**config.mk**
```make
export PLATFORM = sky130hd
export DESIGN_NAME = cla_seq_adder
export DESIGN_NICKNAME = d
export VERILOG_FILES = /design/src/rtl/cla_seq_adder.sv
export SDC_FILE = /design/constraint.sdc
export NUM_CORES = 1
export LEC_CHECK = 0
export ABC_AREA = 0
export CORE_MARGIN = 2
export CORE_UTILIZATION = 45
export CTS_CLUSTER_SIZE = 14
export DETAILED_ROUTE_END_ITERATION = 16
export PLACE_DENSITY = 0.72
export SYNTH_ARGS = -nofsm -noshare
export SYNTH_HDL_FRONTEND = slang
export SYNTH_HIERARCHICAL = 1
export SYNTH_SLANG_ARGS = --single-unit
```
**constraint.sdc**
```tcl
create_clock -name clk -period 7.6 [get_ports clk]
set_input_delay 1.52 -clock clk [delete_from_list [all_inputs] [get_ports clk]]
set_output_delay 1.52 -clock clk [all_outputs]
set_load 0.03 [all_outputs]
```
**src/rtl/cla_seq_adder.sv**
```systemverilog
// Multi-cycle add/subtract unit. One 4-bit carry-lookahead slice is reused
// across a WIDTH-bit operation, one nibble per clock, LSB first. The carry
// between slices is registered, and valid/ready handshakes sit on both sides.

// 4-bit carry-lookahead slice with group propagate/generate outputs.
module cla_adder4 (
  input  logic [3:0] a,
  input  logic [3:0] b,
  input  logic       cin,
  output logic [3:0] sum,
  output logic       pg,
  output logic       gg
);

  logic [3:0] g;
  logic [3:0] p;
  logic [3:0] c;

  // Lookahead carries, sum and group terms, all flattened from g/p.
  always_comb begin
    // NOTE: combinational logic uses blocking '=' so later lines see the
    // values computed above them in the same evaluation.
    g    = a & b;
    p    = a ^ b;
    c[0] = cin;
    c[1] = g[0] | (p[0] & cin);
    c[2] = g[1] | (p[1] & g[0]) | (p[1] & p[0] & cin);
    c[3] = g[2] | (p[2] & g[1]) | (p[2] & p[1] & g[0]) | (p[2] & p[1] & p[0] & cin);
    sum  = p ^ c;
    pg   = &p;
    gg   = g[3] | (p[3] & g[2]) | (p[3] & p[2] & g[1]) | (p[3] & p[2] & p[1] & g[0]);
  end

endmodule

module cla_seq_adder #(
  parameter int WIDTH = 32
) (
  input  logic             clk,
  input  logic             rst,
  input  logic             in_valid,
  output logic             in_ready,
  input  logic [WIDTH-1:0] a,
  input  logic [WIDTH-1:0] b,
  input  logic             sub,
  output logic             out_valid,
  input  logic             out_ready,
  output logic [WIDTH-1:0] result,
  output logic             cout,
  output logic             ovf,
  output logic             zero
);

  localparam int N  = WIDTH / 4;
  localparam int IW = $clog2(N);
  localparam logic [IW-1:0] LAST = IW'(N - 1);

  typedef enum logic [1:0] {
    IDLE,
    RUN,
    DONE
  } state_t;

  state_t state;
  state_t state_nxt;

  logic [WIDTH-1:0] a_q;
  logic [WIDTH-1:0] b_q;
  logic             carry_q;
  logic [IW-1:0]    idx;
  logic             zero_acc;

  logic [3:0] slice_sum;
  logic       slice_pg;
  logic       slice_gg;
  logic       carry_nxt;
  logic       accept;
  logic       last_slice;

  assign in_ready   = (state == IDLE);
  assign out_valid  = (state == DONE);
  assign accept     = in_ready & in_valid;
  assign last_slice = (state == RUN) && (idx == LAST);
  assign carry_nxt  = slice_gg | (slice_pg & carry_q);

  cla_adder4 u_slice (
    .a   (a_q[{idx, 2'b00} +: 4]),
    .b   (b_q[{idx, 2'b00} +: 4]),
    .cin (carry_q),
    .sum (slice_sum),
    .pg  (slice_pg),
    .gg  (slice_gg)
  );

  // State register; reset aborts any operation in flight.
  always_ff @(posedge clk) begin
    // NOTE: sequential state uses non-blocking '<=' so every flop samples
    // pre-edge values regardless of statement order.
    if (rst) state <= IDLE;
    else     state <= state_nxt;
  end

  // Next-state logic: accept in IDLE, walk N slices in RUN, hold in DONE.
  always_comb begin
    // NOTE: defaulting state_nxt first means every path assigns it, so no
    // latch is inferred.
    state_nxt = state;
    case (state)
      IDLE:    if (in_valid)   state_nxt = RUN;
      RUN:     if (idx == LAST) state_nxt = DONE;
      DONE:    if (out_ready)  state_nxt = IDLE;
      default: state_nxt = IDLE;
    endcase
  end

  // Operand capture; subtraction stores the inverted B and injects carry 1.
  always_ff @(posedge clk) begin
    // NOTE: operand registers are left out of reset; they are only read in
    // RUN, which is always preceded by a load.
    if (accept) begin
      a_q <= a;
      b_q <= b ^ {WIDTH{sub}};
    end
  end

  // Slice sequencing, result assembly and flag capture on the final slice.
  always_ff @(posedge clk) begin
    if (rst) begin
      result   <= '0;
      cout     <= 1'b0;
      ovf      <= 1'b0;
      zero     <= 1'b0;
      carry_q  <= 1'b0;
      idx      <= '0;
      zero_acc <= 1'b0;
    end else if (accept) begin
      carry_q  <= sub;
      idx      <= '0;
      zero_acc <= 1'b1;
    end else if (state == RUN) begin
      result[{idx, 2'b00} +: 4] <= slice_sum;
      carry_q  <= carry_nxt;
      zero_acc <= zero_acc & (slice_sum == 4'h0);
      if (last_slice) begin
        cout <= carry_nxt;
        ovf  <= (a_q[WIDTH-1] == b_q[WIDTH-1]) & (slice_sum[3] != a_q[WIDTH-1]);
        zero <= zero_acc & (slice_sum == 4'h0);
      end else begin
        idx <= idx + 1'b1;
      end
    end
  end

endmodule

```
==> metrics.csv <==
metric,value,unit
outcome,completed,
antenna_left,0,
crit_path_end_kind,flip-flop,
p_leak,2.24,nW
max_freq,277,MHz
cp_max_fo,28,
viasPerCell,4.97,
wl,9270,µm
hold_path.class,reg2reg,
yosys_warnings,6,
path_common_cell,nand2_1,
nets,546,
drt_iter0_drc,115,
vdd.ir_drop.worst,84.9,µV
final_max_slew_viol_count,0,
holdBufCountCts,0,
dieHeight,108,µm
hold_depth,2,
numPortBuffers,105,
start_util,46.7,%
rrSetupSlack,3.99,ns
fin_crit,3.61,ns
finalSetupTns,0,ns
hp-start,zero,
synth_area_leaders,"edfxtp_1 40%, dfxtp_1 17%, mux4_2 7.4%",
netlist_top_cells_count,"64 x edfxtp_1, 42 x dfxtp_1, 38 x nand2b_1",
gp_congestion,0.872,
slew_headroom,37.8,%
powerDensity,194,nW/µm²
core,10400,µm²
drive_gt1_share,9.81,%
dp_hpwl,6910,µm
max_cap_violations,0,
clk-insertion-delay-late,0.38,ns
yosysMostFrequentCell,edfxtp_1,
num_vias,3006,
n_antenna_cell,0,
slowest_delay,0.84,ns
cts_buffers,9,
antenna_found_initial,0,
grtUsageTotal,17.2,%
synth_nets,450,
htree_levels,3,
dieArea,11600,µm²
start_kind,flip-flop,
area_delta_synth_final,27.6,%
worst_ep_arrival_time,3.88,ns
grt_max_degree,66,
finalSetupViolCount,0,
synth-edff-count,64,
crit_type,reg2reg,
nFillCells,860,
rsz0062_at_grt,false,
drt_first_pass_iters,4,
syn_area,4840,µm²
r2r_end,ovf,
timing.final.hold_violations,0,
cts.sinks,106,
hold_end,zero,
r2r-start,idx[0],
grt_pass1_wl,15200,µm
path_cells,mux4_2 > nand2_1 > nand2_1 > ha_1 > a21oi_1 > nand3_1 > xor2_1 > or3b_2 > a311oi_1,
wl_per_cell,15.3,µm
post-route-period-util,47.5,%
overflow,0,
yosys_most_used_dff,edfxtp_1,
tritoncts,done,
yosysTopAreaCell,edfxtp_1,
synth-seq-cells,106,
crit_required,7.88,ns
pin_count,106,
die_w,108,µm
root_buffer,clkbuf_8,
design_area,6180,µm²
ys_types,38,
rows,37,
cts_resized,0,
drc,0,
yosysSeqAreaShare,57.0,%
syn_inst,368,
r2r_cells,9,
clockBufferDepth,2,
grt_pass1_vias,3104,
placed_area,5970,µm²
cpMaxStageDelayCell,dfxtp_2,
async_flop_share,0,%
synth_top_area_share,39.7,%
worst_pin_slew,0.931,ns
syn-mean-instance-area,13.2,µm²
clk_pin_slew,0.11,ns
post-cts-setup-buffers,0,
fin_skew,0.0196,ns
per-stage QoR:
| stage | util (%) | setup slack, ns | hold WS (ns) | power, W | cells |
|---|---|---|---|---|---|
| after floorplan | - | 0.546 | 0.446 | 0.000785 | 368 |
| after global placement | 57.6 | 4.17 | 0.458 | 0.000851 | 589 |
| after detailed placement | 57.6 | 4.03 | 0.456 | 0.000856 | 589 |
| after CTS | 59.6 | 3.99 | 0.470 | 0.00121 | 605 |
| after global routing | 59.6 | 3.80 | 0.492 | 0.00125 | 605 |
| final | 59.6 | 3.99 | 0.465 | 0.00120 | 605 |
layer usage:
metal	vias to the layer above	part of all wire, %	global-route usage (%)	wire (µm)
li1	1498	-	-	-
met1	1413	45	22.2	4150
met2	88	48	28.8	4480
met3	7	6.0	4.66	553
met4	0	0.96	4.12	89
met5	-	0	0	0
worst max path at each step:
| stage | start | cells past startpoint | slack (ns) | to |
|---|---|---|---|---|
| after floorplan | in_valid | 1 | 0.55 | a_q[0] |
| after global placement | in_valid | 3 | 4.17 | a_q[12] |
| after detailed placement | idx[0] | 9 | 4.03 | ovf |
| after CTS | idx[0] | 9 | 3.99 | ovf |
| after global routing | idx[0] | 9 | 3.80 | ovf |
| final | idx[0] | 9 | 3.99 | ovf |
final cells by class:
class / count / area, µm² / share of cell area, %
Clock buffer: 9 / 124 / 2.00
Clock inverter: 7 / 83.8 / 1.36
Inverter: 8 / 30.0 / 0.486
Multi-Input combinational cell: 232 / 1950 / 31.5
Sequential cell: 106 / 2760 / 44.7
Tap cell: 136 / 170 / 2.75
Timing Repair Buffer: 107 / 1060 / 17.2
cell usage in the layout (no fill, tap or decap), types with 2 or more instances in the layout:
cell / netlist / routed
mux2i_1: 34 / 34
nand3_1: 11 / 11
a21oi_1: 5 / 5
nor3_1: 7 / 7
o21ai_0: 2 / 2
a21o_1: 2 / 2
nor2_1: 9 / 9
nand2b_1: 38 / 38
nand2_1: 31 / 31
clkdlybuf4s50_1: 0 / 104
clkbuf_8: 0 / 9
inv_8: 0 / 2
inv_1: 7 / 7
mux4_2: 16 / 16
xor2_1: 33 / 33
dfxtp_1: 42 / 41
nor2b_1: 4 / 4
or4b_4: 2 / 2
xnor2_1: 3 / 3
inv_6: 0 / 2
edfxtp_1: 64 / 64
buf_4: 0 / 2
or4b_2: 3 / 3
nand4_1: 5 / 5
ha_1: 12 / 12
nand3b_1: 2 / 2
worst max-delay path, delay by kind of cell, from the launching register on:
kind                       cells  cell delay (ns)
adders and majority gates      1             0.36
xor gates and xnor gates       1             0.43
and+or+nand+nor                4             0.77
DFF                            1             0.84
muxes                          1             0.60
AOI/OAI and AO/OA              2             0.50
cell families (layout without fill, tap and decap cells):
family / after synthesis / after routing / share of synthesized area [%]
buffers and inverters: 30 / 131 / 2.84
XOR/XNOR: 36 / 36 / 6.51
AO/OA/AOI/OAI: 13 / 13 / 1.68
flip-flops: 106 / 106 / 57.0
adder cells (fa/ha/maj): 13 / 13 / 3.51
AND/OR/NAND/NOR: 120 / 120 / 14.0
multiplexers: 50 / 50 / 14.5
where the power goes:
group | total (W) | leakage, nW | internal [W] | switching [W]
logic | 0.000177 | 1.18 | 0.0000895 | 0.0000873
registers | 0.000664 | 0.953 | 0.000647 | 0.0000169
clock network | 0.000360 | 0.104 | 0.000159 | 0.000201
flip-flops by register name, indices dropped and copies added, names as in the netlist, 2 cells and up:
signal	count
state	2
b_q	32
result	32
idx	3
a_q	32
Note: power is estimated with default switching activity, not from simulation.
